<file path="config.mk">
export PLATFORM = sky130hd
export DESIGN_NAME = movegen_sequencer
export DESIGN_NICKNAME = d
export VERILOG_FILES = /design/src/rtl/movegen_pkg.sv /design/src/rtl/lsb_encoder64.sv /design/src/rtl/movegen_sequencer.sv
export SDC_FILE = /design/constraint.sdc
export NUM_CORES = 1
export LEC_CHECK = 0
export CORE_ASPECT_RATIO = 0.8
export CORE_UTILIZATION = 36
export DETAILED_ROUTE_END_ITERATION = 16
export PLACE_DENSITY = 0.64
export SLEW_MARGIN = 30
export SYNTH_ARGS = -nofsm -noshare
export SYNTH_HDL_FRONTEND = slang
export SYNTH_SLANG_ARGS = --single-unit
export TNS_END_PERCENT = 100
</file>
<file path="constraint.sdc">
create_clock -name clk -period 5.53 [get_ports clk]
set_input_delay 0.8295 -clock clk [delete_from_list [all_inputs] [get_ports clk]]
set_output_delay 0.8295 -clock clk [all_outputs]
set_load 0.02 [all_outputs]
</file>
<file path="src/rtl/movegen_pkg.sv">
// Shared types and constants for the move-generation array and its sequencer.
package movegen_pkg;

  typedef logic [5:0]  sq_idx_t;
  typedef logic [63:0] bitboard_t;

  typedef enum logic [2:0] {
    IDLE,
    SCAN,
    EMIT,
    DRAIN,
    DONE
  } seq_state_t;

  // Piece codes; bit 3 carries the colour, shared with the square array.
  localparam logic [3:0] PC_K       = 4'd1;
  localparam logic [3:0] PC_Q       = 4'd2;
  localparam logic [3:0] PC_R       = 4'd3;
  localparam logic [3:0] PC_B       = 4'd4;
  localparam logic [3:0] PC_N       = 4'd5;
  localparam logic [3:0] PC_P       = 4'd6;
  localparam int         COLOUR_BIT = 3;

  // rank and file are 1-based: a1 = 0, h1 = 7, a8 = 56, h8 = 63.
  function automatic sq_idx_t sq_index(input int unsigned rank, input int unsigned file);
    return sq_idx_t'((rank - 1) * 8 + (file - 1));
  endfunction

endpackage

</file>
<file path="src/rtl/lsb_encoder64.sv">
// Lowest-set-bit encoder over a 64-square bitboard.
module lsb_encoder64
  import movegen_pkg::*;
(
  input  logic [63:0] bits,
  output logic [5:0]  idx,
  output logic        any
);

  // Scanning downwards lets the lowest set bit win the last assignment.
  always_comb begin
    idx = '0;
    for (int i = 63; i >= 0; i--) begin
      if (bits[i]) idx = sq_idx_t'(i);
    end
  end

  assign any = |bits;

endmodule

</file>
<file path="src/rtl/movegen_sequencer.sv">
// Walks the side-to-move's pieces, drives emit_move per source square and
// streams the captured (from, to) pairs out on a valid/ready interface.
module movegen_sequencer
  import movegen_pkg::*;
#(
  parameter int SETTLE_CYCLES = 1
) (
  input  logic        clk,
  input  logic        rst,
  input  logic        start,
  input  logic [63:0] i_play,
  output logic [63:0] emit_move,
  input  logic [63:0] i_target,
  output logic        move_valid,
  input  logic        move_ready,
  output logic [5:0]  move_from,
  output logic [5:0]  move_to,
  output logic [7:0]  move_count,
  output logic        busy,
  output logic        done
);

  localparam int CNT_W = (SETTLE_CYCLES < 1) ? 1 : $clog2(SETTLE_CYCLES + 1);

  seq_state_t       state;
  bitboard_t        src_mask;
  bitboard_t        tgt_mask;
  bitboard_t        tgt_enc_in;
  sq_idx_t          src;
  sq_idx_t          src_lsb;
  sq_idx_t          tgt_lsb;
  logic             src_any;
  logic             tgt_any;
  logic [CNT_W-1:0] settle_cnt;
  logic             accept;

  // The target encoder looks at the fresh response while capturing it, and
  // at the mask minus its lowest bit while draining, so the next move is
  // ready the cycle after an accept.
  assign tgt_enc_in = (state == EMIT) ? i_target : (tgt_mask & (tgt_mask - 64'd1));
  assign accept     = move_valid && move_ready;

  lsb_encoder64 u_src_enc (
    .bits (src_mask),
    .idx  (src_lsb),
    .any  (src_any)
  );

  lsb_encoder64 u_tgt_enc (
    .bits (tgt_enc_in),
    .idx  (tgt_lsb),
    .any  (tgt_any)
  );

  always_ff @(posedge clk) begin
    if (rst) begin
      state      <= IDLE;
      src_mask   <= '0;
      tgt_mask   <= '0;
      src        <= '0;
      settle_cnt <= '0;
      emit_move  <= '0;
      move_valid <= 1'b0;
      move_from  <= '0;
      move_to    <= '0;
      move_count <= '0;
      busy       <= 1'b0;
      done       <= 1'b0;
    end else begin
      // NOTE: a non-blocking default ahead of the case keeps done a single-cycle pulse.
      done <= 1'b0;
      case (state)
        IDLE: begin
          if (start) begin
            src_mask   <= i_play;
            move_count <= '0;
            busy       <= 1'b1;
            state      <= SCAN;
          end
        end
        SCAN: begin
          if (!src_any) begin
            done  <= 1'b1;
            state <= DONE;
          end else begin
            src        <= src_lsb;
            src_mask   <= src_mask & (src_mask - 64'd1);
            emit_move  <= bitboard_t'(1) << src_lsb;
            settle_cnt <= '0;
            state      <= EMIT;
          end
        end
        EMIT: begin
          if (settle_cnt == CNT_W'(SETTLE_CYCLES)) begin
            tgt_mask  <= i_target;
            emit_move <= '0;
            if (tgt_any) begin
              move_valid <= 1'b1;
              move_from  <= src;
              move_to    <= tgt_lsb;
              state      <= DRAIN;
            end else begin
              state <= SCAN;
            end
          end else begin
            settle_cnt <= settle_cnt + CNT_W'(1);
          end
        end
        DRAIN: begin
          if (accept) begin
            tgt_mask <= tgt_enc_in;
            if (move_count != 8'hFF) move_count <= move_count + 8'd1;
            if (tgt_any) begin
              move_to <= tgt_lsb;
            end else begin
              move_valid <= 1'b0;
              state      <= SCAN;
            end
          end
        end
        DONE: begin
          busy  <= 1'b0;
          state <= IDLE;
        end
        default: state <= IDLE;
      endcase
    end
  end

endmodule

</file>
==> results of run 1 <==
-- area by class of cell --
type	count	area, um2
tap	472	591
multi-input combinational	1376	7750
sequential	225	4500
fill	3499	18500
clock inverter	18	280
clock buffer	30	706
timing repair buffer	241	2390
antenna	2	5.00
inverter	25	93.8
-- synth_stat cells, types with 6 or more instances --
cell type,instances
o21a_1,6
a211o_1,8
a311oi_1,12
a21o_1,8
o21ai_0,131
a22o_1,17
o31ai_1,16
nor3_1,70
a211oi_1,16
and2_1,9
or3_1,17
a31oi_1,21
nand2_1,178
nand3_1,24
clkbuf_1,99
buf_1,8
nor2_1,320
nand3b_1,6
nor2b_1,14
dfxtp_1,225
nor4b_1,8
a21oi_1,122
a22oi_1,113
or4_1,29
nand4b_1,6
and3_1,8
nand2b_1,15
or2_2,13
nand4_1,14
mux2i_1,16
inv_1,25
o21bai_1,6
nor4_1,39
o211ai_1,13
-- worst max-delay path by stage --
| stage | end | slack, ps | cells past startpoint |
|---|---|---|---|
| CTS | move_from[4] | 880 | 14 |
| detailed placement | move_from[4] | 900 | 14 |
| global route | move_from[4] | 620 | 14 |
| finish | move_from[4] | 780 | 11 |
| floorplan | state[1] | 1610 | 13 |
| global placement | move_from[1] | 1020 | 11 |
-- layout by cell type, fill, tap and decap left out, types with 7 or more instances in the layout --
master           synthesis  routed
a211oi_1                16      16
nand2b_1                15      15
nor2_1                 320     318
a22oi_1                113     113
or2_2                   13      13
clkdlybuf4s50_1          0     217
nand4_1                 14      14
a311oi_1                12      12
inv_1                   25      25
a21oi_1                122     122
nor2b_1                 14      14
clkbuf_16                0      26
a21o_1                   8       8
dfxtp_1                225     225
o211ai_1                13      13
nand2_1                178     178
nand3_1                 24      23
mux2i_1                 16      16
and2_1                   9       8
and3_1                   8       8
o21ai_0                131     131
a22o_1                  17      17
o31ai_1                 16      16
nor4_1                  39      39
a211o_1                  8       8
nor3_1                  70      68
a31oi_1                 21      20
nor4b_1                  8       7
or4_1                   29      29
or3_1                   17      17
buf_4                    0      20
-- tightest hold or removal path, delay by kind of cell, from the launching register on --
| kind | cells | cell delay (ps) |
|---|---|---|
| simple gates | 1 | 50 |
| flops | 1 | 310 |
| compound gates | 1 | 50 |
-- state kept, by name, indices dropped and copies added (netlist names), 3 cells and up --
register / count
emit_move: 64
src_mask: 64
tgt_mask: 64
move_count: 8
move_from: 6
move_to: 6
src: 6
state: 3
-- cells by family after synthesis --
group                    Yosys count  synth area share (%)
multiplexers                      16                  1.26
AND/OR/NAND/NOR                  794                  29.7
flip-flops                       225                  35.4
XOR/XNOR                           7                 0.481
buffers and inverters            138                  4.22
adder cells (fa/ha/maj)            5                 0.413
AO/OA/AOI/OAI                    554                  28.5
-- power by group through the flow --
| stage | Sequential (uW) | Clock, uW | Combinational [uW] |
|---|---|---|---|
| after floorplan | 1790 | 0 | 1060 |
| after global placement | 1810 | 0 | 1560 |
| after detailed placement | 1820 | 0 | 1570 |
| after CTS | 1780 | 2000 | 1580 |
| after global routing | 1800 | 2070 | 1760 |
| final | 1790 | 1960 | 1620 |
-- metrics by stage --
step	cells	power (uW)	util, %	hold WS (ps)
4_1_cts	2387	5360	46.9	461
6_report	2389	5360	46.9	461
2_1_floorplan	1739	2840	-	428
3_3_place_gp	2338	3380	43.9	448
3_5_place_dp	2339	3390	44.0	453
5_1_grt	2389	5620	46.9	487
-- layer usage --
metal | vias up | routed length [um] | GRT usage (%)
met2 | 670 | 18700 | 35.1
met5 | - | 24 | 0
met4 | 4 | 1030 | 7.04
met3 | 72 | 4560 | 5.57
met1 | 6597 | 21400 | 36.6
li1 | 6746 | - | -
==> results.toml, run 1 <==
[global_routing]
grt_pass1_wl_um = 71700
grt_pass1_vias = 13012
grt_usage_pct = 24.7
gr-total-overflow = 0
grt_max_degree = 114
antenna_found_initial = 4

[pwr]
switching_share_pct = 35.1
ir_drop_mv = 0.216
p_seq_share_pct = 33.3
powerDensity_mw_per_mm2 = 328
leakage_uw = 0.00599
pwr-share-comb_pct = 30.1
internal-power_uw = 3480
p_sw_uw = 1880
pwr-share-clk_pct = 36.6

[logic_synthesis]
yosysTopAreaCell = "dfxtp_1"
synth_edf_count = 0
synth_ff_type = "dfxtp_1"
ys_top_cells_by_area = "dfxtp_1, nor2_1, a22oi_1, nand2_1, o21ai_0"
async_flop_share_pct = 0
synth_top_area_share_pct = 35.4
synth_area_per_cell_um2 = 7.32
synth_area_mm2 = 0.0127
syn_nets = 1872
ys_types = 76
ys_seq_area_share_pct = 35.4
ys_ff_latch = 225
syn_inst = 1739
yosys_warnings = 0

[sta]
worst_pin_slew_ps = 963
finalSetupTns_ps = 0
clock_skew_ps = 23.3
hold_violations = 0
period_needed_ps = 4750
slew_viol_final = 0
min_period_over_period_pct = 86.0
max_freq_ghz = 0.210
slew_headroom_pct = 35.8
rsz0062_at_grt = "no"
setup_ws_ps = 775
finalSetupViolations = 0

[clocking]
clockBufferDepth = 3
post-cts-setup-buffer-count = 0
htree_levels = 1
cts_made_buffers = 26
clkTransAtPathRegs_ps = 70
root_buffer = "clkbuf_16"
worstSkewPairLatency_ps = 550
cts_tree = "built"
post_cts_hold_buffer_count = 0
cts_sinks = 225
ctsResizeCount = 0

[min_path]
hp-class = "reg2reg"
whs_endpoint = "tgt_mask[63]"
hold_depth = 2
hp-start = "tgt_mask[63]"

[detailed_routing]
vias = 14089
drtAntennaViolNets = 0
drc = 0
viasPerCell = 5.90
drt-total-wl_um = 45700
drtIter0Drc = 1578
drtPass1Iterations = 5
wire_per_inst_um = 19.1

[layout]
areaGrowthSynthToFinish_pct = 28.2
nets = 2028
drive_gt1_share_pct = 5.74
fin_area_mm2 = 0.0163

[floorplan]
ios = 219
core-area_mm2 = 0.0348
rows = 61
dieWidth_um = 212
die_area_mm2 = 0.0361
die_h_um = 170
start_util_pct = 36.6

[setup_path]
r2r_end = "move_from[4]"
worst-path-buf-inv = 0
critPathKind = "reg2reg"
crit_chain = "or4_1 -> nor4b_1 -> nand4_1 -> nand4b_1 -> a311oi_1 -> nand3b_1 -> nor3_1 -> nand4_2 -> and2_1 -> mux2i_1 -> nor2_1"
critPathCaptureType = "flip-flop"
timing.rr.start = "tgt_mask[18]"
slowest_stage = "nor4b_1"
critPathLaunch = "tgt_mask[18]"
arrival_ps = 5170
cpPeakStageDelay_ps = 660
required_ps = 5940
cp-start-kind = "flip-flop"
r2r.worst_path.cells = 11
rrSetupSlack_ps = 780
cp_max_fo = 7
cp_top_family = "simple AND/OR/NAND/NOR gates"

[place]
gp_congestion = 0.984
pre_cts_ws_ps = 897
hpwl_um = 32600
postPlaceCellArea_mm2 = 0.0153
port_buffers = 218

[status]
status = "finished clean"

[flow_run]
drv_cap = 0
Power figures use the tool's default switching activity.
==> run 2: changes to the inputs <==
--- a/config.mk
+++ b/config.mk
@@ -5,6 +5,7 @@
 export SDC_FILE = /design/constraint.sdc
 export NUM_CORES = 1
 export LEC_CHECK = 0
+export CAP_MARGIN = 20
 export CORE_ASPECT_RATIO = 0.8
 export CORE_UTILIZATION = 36
 export DETAILED_ROUTE_END_ITERATION = 16
==> constraint.sdc (replaced) <==
create_clock -name clk -period 5.7 [get_ports clk]
set_input_delay 0.855 -clock clk [delete_from_list [all_inputs] [get_ports clk]]
set_output_delay 0.855 -clock clk [all_outputs]
set_load 0.02 [all_outputs]
==> run 2 against run 1 <==
Against the previous run: critical path depth is the same; via count grew 0.26%; non-clock buffer count shrank 6; power fell by 5.4%; hold slack better by 2.8 ps; count of clock-buffer cells in the layout increased by 1; final area down 0.68%; flip-flop and latch count did not move; utilization decreased by 0.32 points; largest cell class unchanged.
==> results.toml, run 2 (synthesis results as in run 1) <==
[status]
status = "finished clean"

[clocking]
root_buffer = "clkbuf_16"
worstSkewPairLatency_ps = 550
clockBufferDepth = 3
cts_sinks = 225
ctsResizeCount = 0
clkTransAtPathRegs_ps = 60
cts_made_buffers = 26
cts_tree = "built"
htree_levels = 1
post-cts-setup-buffer-count = 0
post_cts_hold_buffer_count = 0

[setup_path]
crit_top_cell = "or4_4"
cp-start-kind = "flip-flop"
slowest_stage = "or4_1"
worst-path-buf-inv = 0
critPathKind = "reg2reg"
cp_top_family = "simple AND/OR/NAND/NOR gates"
required_ps = 6100
arrival_ps = 5460
cp_max_fo = 15
cpPeakStageDelay_ps = 800
crit_chain = "or4_1 -> or4_4 -> nor3_4 -> nand3_2 -> o211a_1 -> or4_4 -> nor4b_4 -> nand4_2 -> and2_1 -> mux2i_1 -> nor2_1"
critPathCaptureType = "flip-flop"
rrSetupSlack_ps = 640

[floorplan]
die_h_um = 170
dieWidth_um = 212
die_area_mm2 = 0.0361
core-area_mm2 = 0.0348
start_util_pct = 36.6
ios = 219
rows = 61

[detailed_routing]
wire_per_inst_um = 19.0
vias = 14126
drtPass1Iterations = 6
drtAntennaViolNets = 0
drt-total-wl_um = 45300
viasPerCell = 5.93
drtIter0Drc = 1467
drc = 0

[global_routing]
grt_pass1_wl_um = 70800
grt_pass1_vias = 12732
gr-total-overflow = 0
grt_usage_pct = 24.3
grt_max_degree = 130
antenna_found_initial = 4

[sta]
finalSetupViolations = 0
finalSetupTns_ps = 0
worst_pin_slew_ps = 906
slew_viol_final = 0
min_period_over_period_pct = 88.7
setup_ws_ps = 643
max_freq_ghz = 0.198
slew_headroom_pct = 39.0
fin_hold_ws_ps = 464
clock_skew_ps = 21.4
rsz0062_at_grt = "no"
hold_violations = 0
period_needed_ps = 5060

[place]
hpwl_um = 32500
port_buffers = 218
gp_congestion = 0.972
postPlaceCellArea_mm2 = 0.0153
pre_cts_ws_ps = 746

[layout]
fillCellCount = 3485
drive_gt1_share_pct = 5.34
layout_common_cells = "nor2_1, dfxtp_1, clkdlybuf4s50_1, nand2_1, o21ai_0"
final_common_cell = "nor2_1"
largest_registers = "emit_move (64), src_mask (64), tgt_mask (64)"
fin_area_mm2 = 0.0162
multiInputGateArea_mm2 = 0.00776
final-seq-area_mm2 = 0.00450
nets = 2022
areaGrowthSynthToFinish_pct = 27.3

[pwr]
ir_drop_mv = 0.227
powerDensity_mw_per_mm2 = 313
leakage_uw = 0.00592
power_uw = 5070

[flow_run]
drv_cap = 0

[min_path]
hp-class = "reg2reg"
## run 2: cell types whose count changed in the layout (fill, tap and decap cells not counted), moves of 2 or more
cell and delta:
clkbuf_1 +2, buf_6 -2, bufinv_16 -2, buf_4 -5
## run 2: cell type report
class | count | share of cell area (%)
Tap cell | 472 | 3.64
Clock inverter | 17 | 1.34
Inverter | 25 | 0.579
Timing Repair Buffer | 235 | 14.5
Clock buffer | 31 | 4.31
Sequential cell | 225 | 27.8
Multi-Input combinational cell | 1376 | 47.9
Antenna cell | 1 | 0.0154
## run 2: final timing paths
path,startpoint,endpoint,cells after the start
min reg2reg,move_to[2],move_to[2],2
max reg2reg,tgt_mask[0],move_from[4],11
min,move_to[2],move_to[2],2
max,tgt_mask[0],move_from[4],11
## run 2: metrics by stage
stage                     instances  utilization, %
after floorplan                1739               -
after global placement         2332            43.8
after detailed placement       2333            43.9
after CTS                      2381            46.6
after global routing           2382            46.6
final                          2382            46.6
## run 2: metal layers
layer  GRT usage, %  wire length, um  part of all wire (%)
met2           35.0            18600                    41
met4           6.41             1100                   2.4
met5              0               27                 0.060
met3           4.36             3860                   8.5
met1           36.5            21700                    48
## run 2: worst register-to-register path, delay by kind of cell, from the launching register on
kind             cells  cell delay [ps]
AO/OA/AOI/OAI        1              330
flip-flops           1              340
multiplexers         1              200
AND/OR/NAND/NOR      9             4030
## run 2: power breakdown
group	leakage (uW)	switching [uW]	internal (uW)
clock network	0.000437	723	1060
registers	0.00182	94.9	1640
logic	0.00366	993	559
==> run 3: changes to the inputs <==
--- a/config.mk
+++ b/config.mk
@@ -5,8 +5,8 @@
 export SDC_FILE = /design/constraint.sdc
 export NUM_CORES = 1
 export LEC_CHECK = 0
-export CAP_MARGIN = 20
-export CORE_ASPECT_RATIO = 0.8
+export ABC_CLOCK_PERIOD_IN_PS = 5700
+export CAP_MARGIN = 30
 export CORE_UTILIZATION = 36
 export DETAILED_ROUTE_END_ITERATION = 16
 export PLACE_DENSITY = 0.64
==> run 3 against run 2 <==
Against the previous run: via count barely moved; sequential power about the same; critical path type unchanged; utilization up 0.24 points; flip-flop and latch count unchanged; worst setup slack improved by 150 ps.
==> results.toml, run 3 (synthesis results as in run 1) <==
[status]
status = "finished clean"

[floorplan]
die_h_um = 190
dieWidth_um = 190
start_util_pct = 36.7
ios = 219
die_area_mm2 = 0.0361
core-area_mm2 = 0.0347
rows = 68

[detailed_routing]
vias = 14116
drt-total-wl_um = 46000
viasPerCell = 5.95
wire_per_inst_um = 19.4
drtIter0Drc = 1295
drtAntennaViolNets = 0
drc = 0
drtPass1Iterations = 7

[sta]
slew_viol_final = 0
worst_pin_slew_ps = 875
clock_skew_ps = 14.3
rsz0062_at_grt = "no"
fin_hold_ws_ps = 456
finalSetupTns_ps = 0
min_period_over_period_pct = 86.1
finalSetupViolations = 0
setup_ws_ps = 790
slew_headroom_pct = 41.5
hold_violations = 0
max_freq_ghz = 0.204
period_needed_ps = 4910

[min_path]
hp-class = "reg2reg"

[clocking]
clkTransAtPathRegs_ps = 60
post-cts-setup-buffer-count = 0
post_cts_hold_buffer_count = 0
cts_sinks = 225
htree_levels = 1
worstSkewPairLatency_ps = 550
root_buffer = "clkbuf_16"
ctsResizeCount = 0
cts_made_buffers = 28
cts_tree = "built"
clockBufferDepth = 3

[layout]
areaGrowthSynthToFinish_pct = 27.6
nets = 2027
fillCellCount = 3486
utilization_pct = 46.8
layout_common_cells = "nor2_1, dfxtp_1, clkdlybuf4s50_1, nand2_1, o21ai_0"
drive_gt1_share_pct = 5.69
n_antenna_cell = 0
finalNonFillerCells = 2371
final_common_cell = "nor2_1"
largest_registers = "emit_move (64), src_mask (64), tgt_mask (64)"

[global_routing]
grt_max_degree = 86
grt_pass1_vias = 13245
grt_usage_pct = 24.6
gr-total-overflow = 0
grt_pass1_wl_um = 72400
antenna_found_initial = 1

[setup_path]
cpPeakStageDelay_ps = 810
critPathCaptureType = "flip-flop"
slowest_stage = "or4_1"
required_ps = 6120
cp_max_fo = 15
arrival_ps = 5330
cp_top_family = "simple AND/OR/NAND/NOR gates"
critPathKind = "reg2reg"
cp-start-kind = "flip-flop"
worst-path-buf-inv = 0
crit_chain = "or4_1 -> nor4_4 -> nand4_1 -> nand4b_1 -> a311oi_1 -> nand3b_1 -> nor3_1 -> nand4_2 -> and2_1 -> mux2i_1 -> nor2_1"

[place]
port_buffers = 218
numPlacedInstances = 2318
hpwl_um = 32200
gp_congestion = 0.930
pre_cts_ws_ps = 846

[pwr]
ir_drop_mv = 0.219
powerDensity_mw_per_mm2 = 315
leakage_uw = 0.00596

[flow_run]
drv_cap = 0
-- run 3: changes by cell type in the layout (fill, tap and decap cells not counted), sizes merged --
cell / before / now
buf: 17 / 21
clkbuf: 32 / 33
clkinv: 7 / 8
bufinv: 4 / 3
clkinvlp: 5 / 7
diode: 1 / 0
-- run 3: worst paths after layout --
path	start	endpoint	slack (ps)	cells past startpoint
max	tgt_mask[0]	move_from[1]	790	11
min	tgt_mask[63]	tgt_mask[63]	460	2
max reg2reg	tgt_mask[0]	move_from[1]	790	11
min reg2reg	tgt_mask[63]	tgt_mask[63]	460	2
-- run 3: cell type report --
type	count	area (um2)	area share [%]
clock inverters	19	209	1.29
inverters	25	93.8	0.577
repair buffers	238	2370	14.6
clock buffers	33	759	4.67
multi-input cells	1376	7750	47.7
well taps	455	569	3.50
flip-flops and latches	225	4500	27.7
-- run 3: per-stage QoR --
stage | instance area [um2] | total power, uW
CTS | 16200 | 5130
finish | 16300 | 5120
floorplan | 12700 | 2760
global placement | 15200 | 3270
global route | 16300 | 5380
detailed placement | 15300 | 3270
-- run 3: report_power, final --
group	switching (uW)	total, uW	leakage [uW]	internal (uW)
clock	749	1840	0.000459	1090
sequential	92.4	1730	0.00182	1640
combinational	984	1540	0.00367	559
-- run 3: metal layers --
layer	routed length (um)	vias up	GRT usage (%)
met2	21300	647	40.0
met5	14	-	0
met4	1280	2	8.25
li1	-	6737	-
met3	3470	78	3.23
met1	20000	6652	33.3
-- run 3: tightest hold or removal path, cell delays in order, from the launching register on --
cell and delay (ps):
dfxtp_1 310, nand2_1 50, a21oi_1 50
